==> src/rtl/game_pkg.sv <==
// Shared game types: player headings, turn tables and tick defaults.
package game_pkg;

    typedef enum logic [2:0] {WAIT, RIGHT, DOWN, LEFT, UP} directions;

    localparam int unsigned DEFAULT_TICK_CYCLES = 8_125_000;

    // Right-button turn; an unknown encoding falls back to WAIT.
    function automatic directions turn_cw(directions d);
        case (d)
            WAIT:    return RIGHT;
            RIGHT:   return DOWN;
            DOWN:    return LEFT;
            LEFT:    return UP;
            UP:      return RIGHT;
            default: return WAIT;
        endcase
    endfunction

    function automatic directions turn_ccw(directions d);
        case (d)
            WAIT:    return LEFT;
            RIGHT:   return UP;
            DOWN:    return RIGHT;
            LEFT:    return DOWN;
            UP:      return LEFT;
            default: return WAIT;
        endcase
    endfunction

    function automatic int unsigned sel_width(int unsigned n);
        return (n > 1) ? $clog2(n) : 1;
    endfunction

endpackage

==> src/rtl/direction_control_multi_if.sv <==
// Mouse-side inputs and per-player heading outputs of the direction controller.
interface direction_control_multi_if #(
    parameter int unsigned N_PLAYERS = 2
);
    localparam int unsigned SEL_W = game_pkg::sel_width(N_PLAYERS);

    logic                 game_en;
    logic [SEL_W-1:0]     player_sel;
    logic                 mouse_left;
    logic                 mouse_right;
    game_pkg::directions  direction [N_PLAYERS];
    logic                 tick;
    logic                 turn_drop;

    modport master (
        output game_en, player_sel, mouse_left, mouse_right,
        input  direction, tick, turn_drop
    );

    modport slave (
        input  game_en, player_sel, mouse_left, mouse_right,
        output direction, tick, turn_drop
    );
endinterface

==> src/rtl/mouse_btn_edge.sv <==
// Rising-edge detector for a level mouse button; one flop of history.
module mouse_btn_edge (
    input  logic clk,
    input  logic rst,
    input  logic btn,
    output logic press
);
    logic btn_q, btn_d;

    always_comb btn_d = btn;

    always_ff @(posedge clk) begin
        if (rst) btn_q <= 1'b0;
        else     btn_q <= btn_d;
    end

    assign press = btn & ~btn_q;
endmodule

==> src/rtl/direction_control_multi.sv <==
// Per-player heading registers driven from one mouse; turns are queued one deep
// and applied on a periodic game tick.
module direction_control_multi
    import game_pkg::*;
#(
    parameter int unsigned N_PLAYERS   = 2,
    parameter int unsigned TICK_CYCLES = DEFAULT_TICK_CYCLES
) (
    input logic                      clk,
    input logic                      rst,
    direction_control_multi_if.slave bus
);
    localparam int unsigned     CNT_W   = $clog2(TICK_CYCLES);
    localparam logic [CNT_W-1:0] CNT_MAX = CNT_W'(TICK_CYCLES - 1);

    logic press_l, press_r;

    mouse_btn_edge u_edge_l (.clk(clk), .rst(rst), .btn(bus.mouse_left),  .press(press_l));
    mouse_btn_edge u_edge_r (.clk(clk), .rst(rst), .btn(bus.mouse_right), .press(press_r));

    logic [CNT_W-1:0]     count_q, count_d;
    logic                 tick_q, tick_d;
    logic                 turn_drop_q, turn_drop_d;
    logic [N_PLAYERS-1:0] pend_vld_q, pend_vld_d;
    logic [N_PLAYERS-1:0] pend_turn_q, pend_turn_d;
    directions            dir_q [N_PLAYERS];
    directions            dir_d [N_PLAYERS];
    logic                 sel_ok;

    always_comb begin
        count_d = '0;
        tick_d  = 1'b0;
        if (bus.game_en) begin
            if (count_q == CNT_MAX) tick_d = 1'b1;
            else                    count_d = count_q + 1'b1;
        end
    end

    always_comb begin
        sel_ok      = 32'(bus.player_sel) < N_PLAYERS;
        turn_drop_d = 1'b0;
        pend_vld_d  = pend_vld_q;
        pend_turn_d = pend_turn_q;
        dir_d       = dir_q;

        for (int unsigned p = 0; p < N_PLAYERS; p++) begin
            if (tick_d && pend_vld_q[p]) begin
                dir_d[p]      = pend_turn_q[p] ? turn_cw(dir_q[p]) : turn_ccw(dir_q[p]);
                pend_vld_d[p] = 1'b0;
            end
        end

        // Checking pend_vld_d lets a press on the apply edge queue for the next tick.
        if (press_l || press_r) begin
            if ((press_l && press_r) || !sel_ok) begin
                turn_drop_d = 1'b1;
            end else begin
                for (int unsigned p = 0; p < N_PLAYERS; p++) begin
                    if (32'(bus.player_sel) == p) begin
                        if (pend_vld_d[p]) begin
                            turn_drop_d = 1'b1;
                        end else begin
                            pend_vld_d[p]  = 1'b1;
                            pend_turn_d[p] = press_r;
                        end
                    end
                end
            end
        end

        if (!bus.game_en) begin
            turn_drop_d = 1'b0;
            pend_vld_d  = '0;
            pend_turn_d = '0;
            for (int unsigned p = 0; p < N_PLAYERS; p++) dir_d[p] = WAIT;
        end
    end

    always_ff @(posedge clk) begin
        if (rst) begin
            count_q     <= '0;
            tick_q      <= 1'b0;
            turn_drop_q <= 1'b0;
            pend_vld_q  <= '0;
            pend_turn_q <= '0;
            dir_q       <= '{default: WAIT};
        end else begin
            count_q     <= count_d;
            tick_q      <= tick_d;
            turn_drop_q <= turn_drop_d;
            pend_vld_q  <= pend_vld_d;
            pend_turn_q <= pend_turn_d;
            dir_q       <= dir_d;
        end
    end

    assign bus.direction = dir_q;
    assign bus.tick      = tick_q;
    assign bus.turn_drop = turn_drop_q;
endmodule

==> src/flat_wrapper.sv <==
// flat-port wrapper written by rule: the top's interface ports become plain ports
module direction_control_multi_flat import game_pkg::*;
#(
    parameter int unsigned N_PLAYERS   = 2,
    parameter int unsigned TICK_CYCLES = DEFAULT_TICK_CYCLES
)
  (clk, rst, bus_game_en, bus_player_sel, bus_mouse_left, bus_mouse_right, bus_direction, bus_tick, bus_turn_drop);
  direction_control_multi_if #(.N_PLAYERS(N_PLAYERS)) bus_i ();
  input logic clk;
  input logic rst;
  input wire logic [$bits(bus_i.game_en)-1:0] bus_game_en;
  input wire logic [$bits(bus_i.player_sel)-1:0] bus_player_sel;
  input wire logic [$bits(bus_i.mouse_left)-1:0] bus_mouse_left;
  input wire logic [$bits(bus_i.mouse_right)-1:0] bus_mouse_right;
  output wire logic [$bits(bus_i.direction)-1:0] bus_direction;
  output wire logic [$bits(bus_i.tick)-1:0] bus_tick;
  output wire logic [$bits(bus_i.turn_drop)-1:0] bus_turn_drop;
  assign bus_i.game_en = bus_game_en;
  assign bus_i.player_sel = bus_player_sel;
  assign bus_i.mouse_left = bus_mouse_left;
  assign bus_i.mouse_right = bus_mouse_right;
  assign bus_direction = {>>{bus_i.direction}};
  assign bus_tick = bus_i.tick;
  assign bus_turn_drop = bus_i.turn_drop;
  direction_control_multi #(.N_PLAYERS(N_PLAYERS), .TICK_CYCLES(TICK_CYCLES)) u_core (.clk(clk), .rst(rst), .bus(bus_i));
endmodule
==> config.mk <==
export PLATFORM = sky130hd
export DESIGN_NAME = direction_control_multi_flat
export DESIGN_NICKNAME = d
export VERILOG_FILES = /design/src/rtl/game_pkg.sv /design/src/rtl/direction_control_multi_if.sv /design/src/rtl/mouse_btn_edge.sv /design/src/rtl/direction_control_multi.sv /design/src/flat_wrapper.sv
export SDC_FILE = /design/constraint.sdc
export NUM_CORES = 1
export LEC_CHECK = 0
export ABC_AREA = 1
export BUFFER_PORTS_ARGS = -buffer_cell sky130_fd_sc_hd__buf_2
export CAP_MARGIN = 5
export CORE_MARGIN = 1.5
export CORE_UTILIZATION = 59
export DETAILED_ROUTE_END_ITERATION = 8
export GPL_TIMING_DRIVEN = 0
export PLACE_DENSITY = 0.76
export SLEW_MARGIN = 30
export SYNTH_ARGS = -nofsm -noshare
export SYNTH_HDL_FRONTEND = slang
export SYNTH_SLANG_ARGS = --single-unit
==> constraint.sdc <==
create_clock -name clk -period 1.9 [get_ports clk]
set_input_delay 0.38 -clock clk [delete_from_list [all_inputs] [get_ports clk]]
set_output_delay 0.38 -clock clk [all_outputs]
set_load 0.05 [all_outputs]
==> out/metrics.csv, run 1 <==
metric,value,unit
outcome,completed,
worstSetupStartpoint,u_core.count_q[0],
ys_ff_latch,37,
maxSlewHeadroom,67.7,%
worstMarginPinSlew,484,ps
antenna_found_initial,0,
p_int,1020,uW
num_rows,20,
hold_buffers,0,
worstSetupPathType,flip-flop to flip-flop,
rsz0062_at_grt,false,
avgSynthCellArea,6.83,sq um
critPathSlowestCell,dfxtp_1,
irDropWorstVdd,459,uV
min_path_type,input pin to flip-flop,
grt-ovfl-total,0,
fin_tns_setup,0,ps
cts_tree,built,
dp_hpwl,2.99,mm
insertion_delay,350,ps
gp_congestion,0.901,
drc_errors,0,
swShare,23.3,%
max_freq,615,MHz
start_util,63.1,%
r2r-start,u_core.count_q[0],
cts_inserted_buffers,5,
synthesis.area,1960,sq um
endpoint,u_core.count_q[16],
cts.repair.resized,0,
synth_area_leader_cell,dfxtp_1,
syn_inst,287,
pwr-share-comb,4.9,%
numPortBuffers,13,
yosysWarnings,0,
cts.clk_slew.worst_paths,110,ps
synthTopCellsByArea,"dfxtp_1 (38%), nand2_1 (11%), nor2_1 (11%), inv_1 (6.3%), a21oi_1 (3.8%)",
crit_fanout,4,
cp.arrival,1890,ps
area_growth_syn_to_layout,9.71,%
period_share,85.6,%
cpMostUsedCell,inv_1,
vias,1805,
grt_max_degree,12,
slew_violations,0,
synth.distinct_cells,24,
final_cells,352,
grt_pass1_vias,1461,
regToRegEndpoint,u_core.count_q[16],
ant_nets,0,
io_pins,14,
drv_cap,0,
die_w,60.6,microns
cts.path.max_buffers,2,
fin_crit,1630,ps
cp_slowest_stage_delay,360,ps
n_fill_cell,313,
num_antenna_cells,0,
place_ws,298,ps
dieArea,3680,sq um
nNetsFinal,314,
switchingPower,310,uW
leakage,0.000829,uW
setup_slack,274,ps
track_usage,24.3,%
postCtsSetupBuffers,0,
core,3100,sq um
synth.net_count,294,
grt_pass1_wl,6.47,mm
hold_viol_final,0,
synth_top_area_share,37.8,%
p_clk_share,35.7,%
start_kind,flip-flop,
setup_violations,0,
wl_per_cell,11.2,microns
drtIter0Drc,91,
final_layout_size_suffix_gt1_share,15.6,%
required,2160,ps
cts_root_buffer,clkbuf_4,
skew,8.47,ps
cp_cell_sequence,ha_1 > inv_1 > nor3_2 > nand2_1 > inv_1 > nand3_1 > xor2_1 > nor2_1,
die_y,60.6,microns
drt_wl_total,3.95,mm
postLayoutCoreUtil,69.3,%
first_pass_iters,5,
reg2reg_slack,270,ps
p_seq_share,59.4,%
power_density,620,nW/um^2
numClockSinks,37,
via_per_inst,5.13,
cp-end-kind,flip-flop,
dp_cells,344,
r2r_cells,8,
ys_seq_area_share,37.8,%
cts_max_level,2,
[worst min-delay path by stage]
| stage | from | endpoint | slack (ps) | depth (start not counted) |
|---|---|---|---|---|
| 2_1_floorplan | u_core.count_q[0] | u_core.count_q[0] | 410 | 1 |
| 3_5_place_dp | u_core.count_q[0] | u_core.count_q[0] | 430 | 1 |
| 6_report | rst | u_core.u_edge_r.btn_q | 210 | 2 |
| 4_1_cts | rst | u_core.u_edge_r.btn_q | 210 | 2 |
| 5_1_grt | rst | u_core.u_edge_r.btn_q | 210 | 2 |
| 3_3_place_gp | u_core.count_q[0] | u_core.count_q[0] | 420 | 1 |
[cell usage after synthesis]
cell type	count
nand3_1	15
nor2_4	2
inv_2	4
buf_2	1
and3_1	1
nor3_2	3
dfxtp_1	37
nand3_2	2
nor3_1	9
or2_0	2
xor2_1	6
ha_1	1
inv_1	33
o21ai_0	9
buf_6	2
nand2_1	59
a21oi_1	15
nand4_1	12
nand4_2	3
nor2_2	4
xnor2_1	4
nand2_2	5
nor3_4	1
nor2_1	57
[routing by layer]
layer  track usage (%)  share of wire [%]  wire length, microns
met5                 0                  0                     0
met1              34.8                 52                  2050
met3              5.76                4.6                   180
met4              11.2                2.0                    77
met2              34.4                 41                  1640
[worst max-delay path, delay by kind of cell, from the launching register on]
family	cells	cell delay, ps
xor+xnor	1	150
fa+ha+maj	1	220
buf+inv	2	220
flops	1	360
simple gates	4	600
[sequential cells by signal, indices dropped and copies added (netlist names)]
signal / flops
u_core.count_q: 23
u_core.bus.direction: 6
u_core.pend_turn_q: 2
u_core.pend_vld_q: 2
u_core.bus.tick: 1
u_core.bus.turn_drop: 1
u_core.u_edge_l.btn_q: 1
u_core.u_edge_r.btn_q: 1
[cell usage in the layout (no fill, tap or decap), types with 6 or more instances in the layout]
master / count
nand4_1: 12
nor2_1: 57
a21oi_1: 15
inv_1: 33
nand2_1: 59
buf_2: 14
nor3_1: 9
o21ai_0: 9
xor2_1: 6
nand3_1: 15
dfxtp_1: 37
[through the flow]
| step | total power, uW | hold WS (ps) | area [sq um] |
|---|---|---|---|
| final | 1330 | 214 | 2150 |
| after global routing | 1380 | 212 | 2150 |
| after CTS | 1340 | 210 | 2150 |
| after detailed placement | 874 | 433 | 2080 |
| after global placement | 873 | 423 | 2080 |
| after floorplan | 854 | 412 | 1960 |
[power groups by stage]
stage	combinational [uW]	clock [uW]	sequential, uW
floorplan	44.7	0	809
global placement	65.1	0	808
detailed placement	66.2	0	808
CTS	66.5	485	791
global route	75.0	511	793
finish	65.8	475	791
[kinds of logic (layout without fill, tap and decap cells)]
family | after synthesis | count (layout) | synth area share (%)
compound gates | 24 | 24 | 6.13
xor+xnor | 10 | 10 | 4.47
fa+ha+maj | 1 | 1 | 0.638
buf+inv | 40 | 61 | 8.49
flops | 37 | 37 | 37.8
simple gates | 175 | 175 | 42.5
[area by class of cell]
type | count | area, sq um | area share, %
multi-input cells | 210 | 1050 | 49.0
plain buffers | 3 | 27.5 | 1.28
clock inverters | 1 | 5.00 | 0.233
flip-flops and latches | 37 | 741 | 34.5
well taps | 44 | 55.1 | 2.56
clock buffers | 7 | 65.1 | 3.03
repair buffers | 13 | 65.1 | 3.03
inverters | 37 | 139 | 6.46
Power figures use the tool's default switching activity.
==> inputs of run 2 (changes only) <==
- CELL_PAD_IN_SITES_DETAIL_PLACEMENT: unset -> 0
- CELL_PAD_IN_SITES_GLOBAL_PLACEMENT: unset -> 1
- CORE_UTILIZATION: 59 -> 43
- PLACE_DENSITY: 0.76 -> 0.77
==> run 2 against run 1 <==
  * First-iteration DRC count up 1.1%
  * Combinational power up 1%
  * Sequential power about the same
  * Sequential cell count is the same
  * Largest power group unchanged
==> out/metrics.csv, run 2 (synthesis results as in run 1) <==
metric,value,unit,change
outcome,completed,,
drc_errors,0,,unchanged
start_kind,flip-flop,,
vias,1758,,-2.6%
cp.arrival,1800,ps,-90 ps
fin_tns_setup,0,ps,unchanged
slew_violations,0,,unchanged
irDropWorstVdd,411,uV,-11%
track_usage,19.3,%,-4.9 points
io_pins,14,,unchanged
cts.repair.resized,0,,unchanged
final_layout_size_suffix_gt1_share,15.0,%,-0.60 points
dieArea,4970,sq um,+35%
cts_inserted_buffers,5,,unchanged
cts_root_buffer,clkbuf_8,,
cp_cell_sequence,ha_1 > inv_1 > nor3_2 > nand2_1 > inv_1 > nand3_1 > xor2_1 > nor2_1,,
num_rows,24,,+20%
cts.path.max_buffers,2,,unchanged
hold_buffers,0,,unchanged
grt_pass1_wl,7.51,mm,+16%
worstSetupPathType,flip-flop to flip-flop,,
max_freq,619,MHz,+0.69%
setup_violations,0,,unchanged
path_buf_inv,2,,unchanged
core,4380,sq um,+41%
skew,1.77,ps,-6.69 ps
top_register,u_core.count_q,,
maxSlewHeadroom,69.6,%,+1.9 points
final_cells,359,,+2.0%
via_per_inst,4.90,,-4.5%
p_clk_share,39.3,%,+3.6 points
gp_congestion,0.820,,-9.0%
wl_per_cell,11.7,microns,+4.2%
crit_fanout,4,,unchanged
rsz0062_at_grt,false,,
grt_pass1_vias,1677,,+15%
largest_register_ffs,23,,unchanged
drt_wl_total,4.19,mm,+6.2%
die_y,70.5,microns,+16%
cp_slowest_stage_delay,350,ps,about the same
die_w,70.5,microns,+16%
p_int,1100,uW,+7.2%
power_density,649,nW/um^2,+4.7%
grt_max_degree,11,,-1
fin_crit,1610,ps,-11.2 ps
crit_family,simple AND/OR/NAND/NOR gates,,
ant_nets,0,,unchanged
critPathSlowestCell,dfxtp_1,,
numClockSinks,37,,unchanged
num_antenna_cells,0,,unchanged
first_pass_iters,4,,-1
cts_tree,built,,
cpMostUsedCell,inv_1,,
hold_viol_final,0,,unchanged
pwr-share-comb,4.7,%,-0.2 points
area_growth_syn_to_layout,11.0,%,
dp_hpwl,3.23,mm,+7.7%
antenna_found_initial,0,,unchanged
final_common_cell,nand2_1,,
drv_cap,0,,unchanged
drtIter0Drc,92,,+1.1%
nNetsFinal,314,,unchanged
insertion_delay,290,ps,-60 ps
switchingPower,316,uW,+2.1%
cp-end-kind,flip-flop,,
numPortBuffers,13,,unchanged
leakage,0.000832,uW,+0.37%
min_path_type,input pin to flip-flop,,
postLayoutCoreUtil,49.6,%,-20 points
required,2090,ps,-70 ps
grt-ovfl-total,0,,unchanged
postCtsSetupBuffers,0,,unchanged
dp_cells,352,,+2.3%
cts_max_level,2,,unchanged
cts.clk_slew.worst_paths,70,ps,-40 ps
p_seq_share,56.0,%,-3.4 points
period_share,85.0,%,-0.59 points
final_cell_mix,"nand2_1 (59), nor2_1 (57), dfxtp_1 (37)",,
worstMarginPinSlew,456,ps,-28.3 ps
start_util,44.7,%,-18 points
swShare,22.4,%,-0.86 points
## run 2: cell types whose count changed in the layout (fill, tap and decap cells not counted)
| cell | change |
|---|---|
| clkinv_2 | -1 |
| clkbuf_8 | +4 |
| clkbuf_4 | -5 |
| clkbuf_1 | +1 |
## run 2: metal layers
metal	GRT usage, %	wire length [microns]
met5	0	0
met3	5.77	169
met2	28.4	1650
met1	26.9	2310
met4	7.05	64
## run 2: worst paths after layout
kind         slack, ps               endpoint         startpoint  depth (start not counted)
max reg2reg        290     u_core.count_q[16]  u_core.count_q[0]                          8
max                290     u_core.count_q[16]  u_core.count_q[0]                          8
min                280  u_core.u_edge_r.btn_q                rst                          2
min reg2reg        440      u_core.count_q[0]  u_core.count_q[0]                          1
## run 2: stage by stage
step | area, sq um | hold slack, ps | setup slack [ps] | power (uW)
2_1_floorplan | 1960 | 412 | 467 | 854
3_3_place_gp | 2090 | 423 | 278 | 876
3_5_place_dp | 2090 | 432 | 267 | 876
4_1_cts | 2180 | 274 | 255 | 1430
5_1_grt | 2180 | 283 | 99.6 | 1470
6_report | 2180 | 279 | 286 | 1410
## run 2: power groups by stage
stage / combinational, uW / clock (uW) / sequential [uW]
2_1_floorplan: 44.7 / 0 / 809
3_3_place_gp: 67.5 / 0 / 808
3_5_place_dp: 67.7 / 0 / 809
4_1_cts: 68.0 / 572 / 791
5_1_grt: 78.6 / 604 / 791
6_report: 66.7 / 554 / 791
## run 2: area by class of cell
| type | count | area (sq um) |
|---|---|---|
| flip-flops and latches | 37 | 741 |
| multi-input cells | 210 | 1050 |
| fillers | 480 | 2210 |
| plain buffers | 3 | 27.5 |
| repair buffers | 13 | 65.1 |
| inverters | 37 | 139 |
| well taps | 52 | 65.1 |
| clock buffers | 7 | 86.3 |
==> inputs of run 3 (changes only) <==
- ABC_AREA: 1 -> 0
- CORE_UTILIZATION: 43 -> 44
- PLACE_DENSITY: 0.77 -> 0.76
- clock period: 1.9 -> 1.5 ns (I/O delays scaled with it)
==> run 3 against run 2 <==
  * The flow now finishes with violations (negative setup slack)
  * Fmax fell by 23%
  * Synthesized cell count decreased by 30%
  * Register-to-register slack got worse by 890 ps
  * Clock skew up 10 ps
  * Final cell count down 21%
  * Global-route usage about the same
  * Wire length decreased by 12%
  * First-iteration DRC count shrank 29%
  * Non-clock buffer count rose by 14
  * Clock-buffer cell count stayed put
  * Die area down 14%
  * Largest power group unchanged
==> out/metrics.csv, run 3 <==
metric,value,unit,change
outcome,finished with violations,,
violations,negative setup slack,,
dp_hpwl,2.49,mm,-23%
vias,1436,,-18%
cts.path.max_buffers,2,,unchanged
dieArea,4270,sq um,-14%
die_y,65.3,microns,-7.3%
fin_crit,2110,ps,+493 ps
grt_max_degree,12,,+1
n_fill_cell,325,,-32%
synthTopCellsByArea,"dfxtp_1 (43%), nor2_1 (8.3%), xnor2_1 (7.7%), xor2_1 (5.6%), nand2_1 (4.8%)",,
track_usage,19.4,%,+0.022 points
pwr-share-comb,4.9,%,+0.2 points
crit_cells,6,,-2
critPathSlowestCell,or4_4,,
yosysMostFrequentCell,nor2_1,,
synth.distinct_cells,32,,+33%
nNetsFinal,242,,-23%
cts_inserted_buffers,5,,unchanged
power_density,884,nW/um^2,+36%
syn_inst,202,,-30%
final_layout_size_suffix_gt1_share,33.5,%,+18 points
wl_per_cell,13.0,microns,+11%
core,3690,sq um,-16%
num_antenna_cells,0,,unchanged
p_clk_share,44.4,%,+5.1 points
p_seq_share,50.7,%,-5.3 points
cts.clk_slew.worst_paths,80,ps,about the same
leakage,0.000789,uW,-5.1%
path_buf_inv,0,,-2
synth_ff_type,dfxtp_1,,
grt-ovfl-total,0,,unchanged
cp_cell_sequence,ha_4 > nand2_2 > or4_4 > or4_4 > or3_4 > a21oi_2,,
num_rows,22,,-8.3%
via_per_inst,5.06,,+3.3%
cts_max_level,2,,unchanged
cts_tree,built,,
irDropWorstVdd,882,uV,+110%
synth_top_area_share,43.3,%,+5.5 points
ys_ff_latch,37,,unchanged
ant_nets,0,,unchanged
drv_cap,0,,unchanged
maxSlewHeadroom,43.0,%,-27 points
required,1730,ps,-360 ps
largest_register_ffs,23,,unchanged
yosysWarnings,0,,unchanged
max_freq,475,MHz,-23%
async_reset_ff_share,0,%,unchanged
insertion_delay,290,ps,about the same
ys_seq_area_share,43.3,%,+5.5 points
drc_errors,0,,unchanged
drtIter0Drc,65,,-29%
worstSetupPathType,flip-flop to flip-flop,,
hold_viol_final,0,,unchanged
synth_area_leader_cell,dfxtp_1,,
start_kind,flip-flop,,
cp-end-kind,flip-flop,,
setup_slack,-607,ps,-893 ps
skew,12.2,ps,+10.5 ps
cp.arrival,2330,ps,+530 ps
synthesis.area,1710,sq um,-13%
final_common_cell,nor2_1,,
switchingPower,399,uW,+26%
final_cell_mix,"nor2_1 (38), dfxtp_1 (26), nand2_1 (17)",,
start_util,46.3,%,+1.6 points
min_path_type,input pin to flip-flop,,
fin_hold_ws,212,ps,-67.3 ps
setup_violations,35,,+35
crit_fanout,5,,+1
cp_slowest_stage_delay,540,ps,+190 ps
hold_depth,2,,unchanged
die_w,65.3,microns,-7.3%
swShare,20.2,%,-2.2 points
top_register,u_core.count_q,,
cts_root_buffer,clkbuf_8,,
avgSynthCellArea,8.46,sq um,+24%
antenna_found_initial,0,,unchanged
drt_wl_total,3.68,mm,-12%
p_total,1970,uW,+40%
crit_family,simple AND/OR/NAND/NOR gates,,
r2r_cells,6,,-2
io_pins,14,,unchanged
period_share,140,%,+56 points
synth_edf_count,0,,unchanged
synth_commonest_cells,"nor2_1 (38), dfxtp_1 (37), nand2_1 (22)",,
numPortBuffers,13,,unchanged
numClockSinks,37,,unchanged
slew_violations,0,,unchanged
reg2reg_slack,-610,ps,-890 ps
grt_pass1_wl,6.29,mm,-16%
worstMarginPinSlew,851,ps,+396 ps
grt_pass1_vias,1448,,-14%
first_pass_iters,4,,unchanged
area_growth_syn_to_layout,30.6,%,
hold_buffers,0,,unchanged
cpMostUsedCell,or4_4,,
p_int,1570,uW,+44%
synth.net_count,209,,-29%
gp_congestion,0.769,,-6.2%
rsz0062_at_grt,true,,
==> run 3: cell types whose count changed in the layout (fill, tap and decap cells not counted), sizes merged, moves of 5 or more <==
cell	change
inv	-31
xor2	+5
nand2	-42
nor3	-11
nor2	-25
o21ai	-5
or4	+7
xnor2	+11
nand4	-5
a21oi	-7
nand3	-5
buf	+12
==> run 3: cell families after synthesis <==
group,share of synthesized area [%]
mux,1.76
flops,43.3
buf+inv,2.34
simple gates,33.9
fa+ha+maj,0.732
xor+xnor,13.3
compound gates,4.61
==> run 3: power groups by stage <==
stage / clock, uW / sequential [uW] / combinational [uW]
floorplan: 0 / 1030 / 53.6
global placement: 0 / 1020 / 77.7
detailed placement: 0 / 1030 / 79.6
CTS: 906 / 1000 / 94.6
global route: 945 / 1000 / 108
finish: 876 / 1000 / 97.6
==> run 3: layout make-up <==
cell class	instances	area (sq um)	area share [%]
multi-input combinational	155	1060	47.6
sequential	37	759	34.0
timing repair buffer	26	178	7.96
clock buffer	7	86.3	3.87
tap	48	60.1	2.69
buffer	4	33.8	1.51
clock inverter	1	30.0	1.35
inverter	6	22.5	1.01
==> run 3: worst paths after layout <==
kind,startpoint,to
setup / recovery,u_core.count_q[1],u_core.bus.direction[2]
hold / removal,rst,u_core.u_edge_r.btn_q
setup reg to reg,u_core.count_q[1],u_core.bus.direction[2]
hold reg to reg,u_core.count_q[22],u_core.count_q[22]
==> run 3: timing repair <==
| item | 4_1_cts | 5_1_grt |
|---|---|---|
| resized for setup | 17 | 9 |
| pin swaps | 9 | 4 |
| hold endpoints to repair | 0 | 0 |
| cloned | 2 | 0 |
| buffers inserted | 7 | 5 |
| setup endpoints to repair | 35 | 35 |
==> run 3: worst reg2reg max path: stages, from the launching register on <==
cell and delay [ps]:
dfxtp_2 360, ha_4 170, nand2_2 50, or4_4 540
or4_4 480, or3_4 350, a21oi_2 110
==> run 3: through the flow <==
step	instances	utilization, %	setup slack (ps)	TNS [ps]	cell area, sq um
2_1_floorplan	202	-	-502	-13420	1800
3_3_place_gp	263	52.1	-614	-16650	1920
3_5_place_dp	263	52.1	-630	-17230	1920
5_1_grt	284	60.5	-672	-21860	2230
4_1_cts	280	59.0	-629	-19160	2170
6_report	284	60.5	-607	-19080	2230
==> run 3: layer usage <==
layer | vias to the layer above | GRT usage (%) | part of all wire, %
met1 | 664 | 21.4 | 44
met2 | 14 | 34.9 | 52
met4 | 0 | 7.81 | 1.5
met5 | - | 0 | 0
met3 | 4 | 5.14 | 2.1
li1 | 754 | - | -
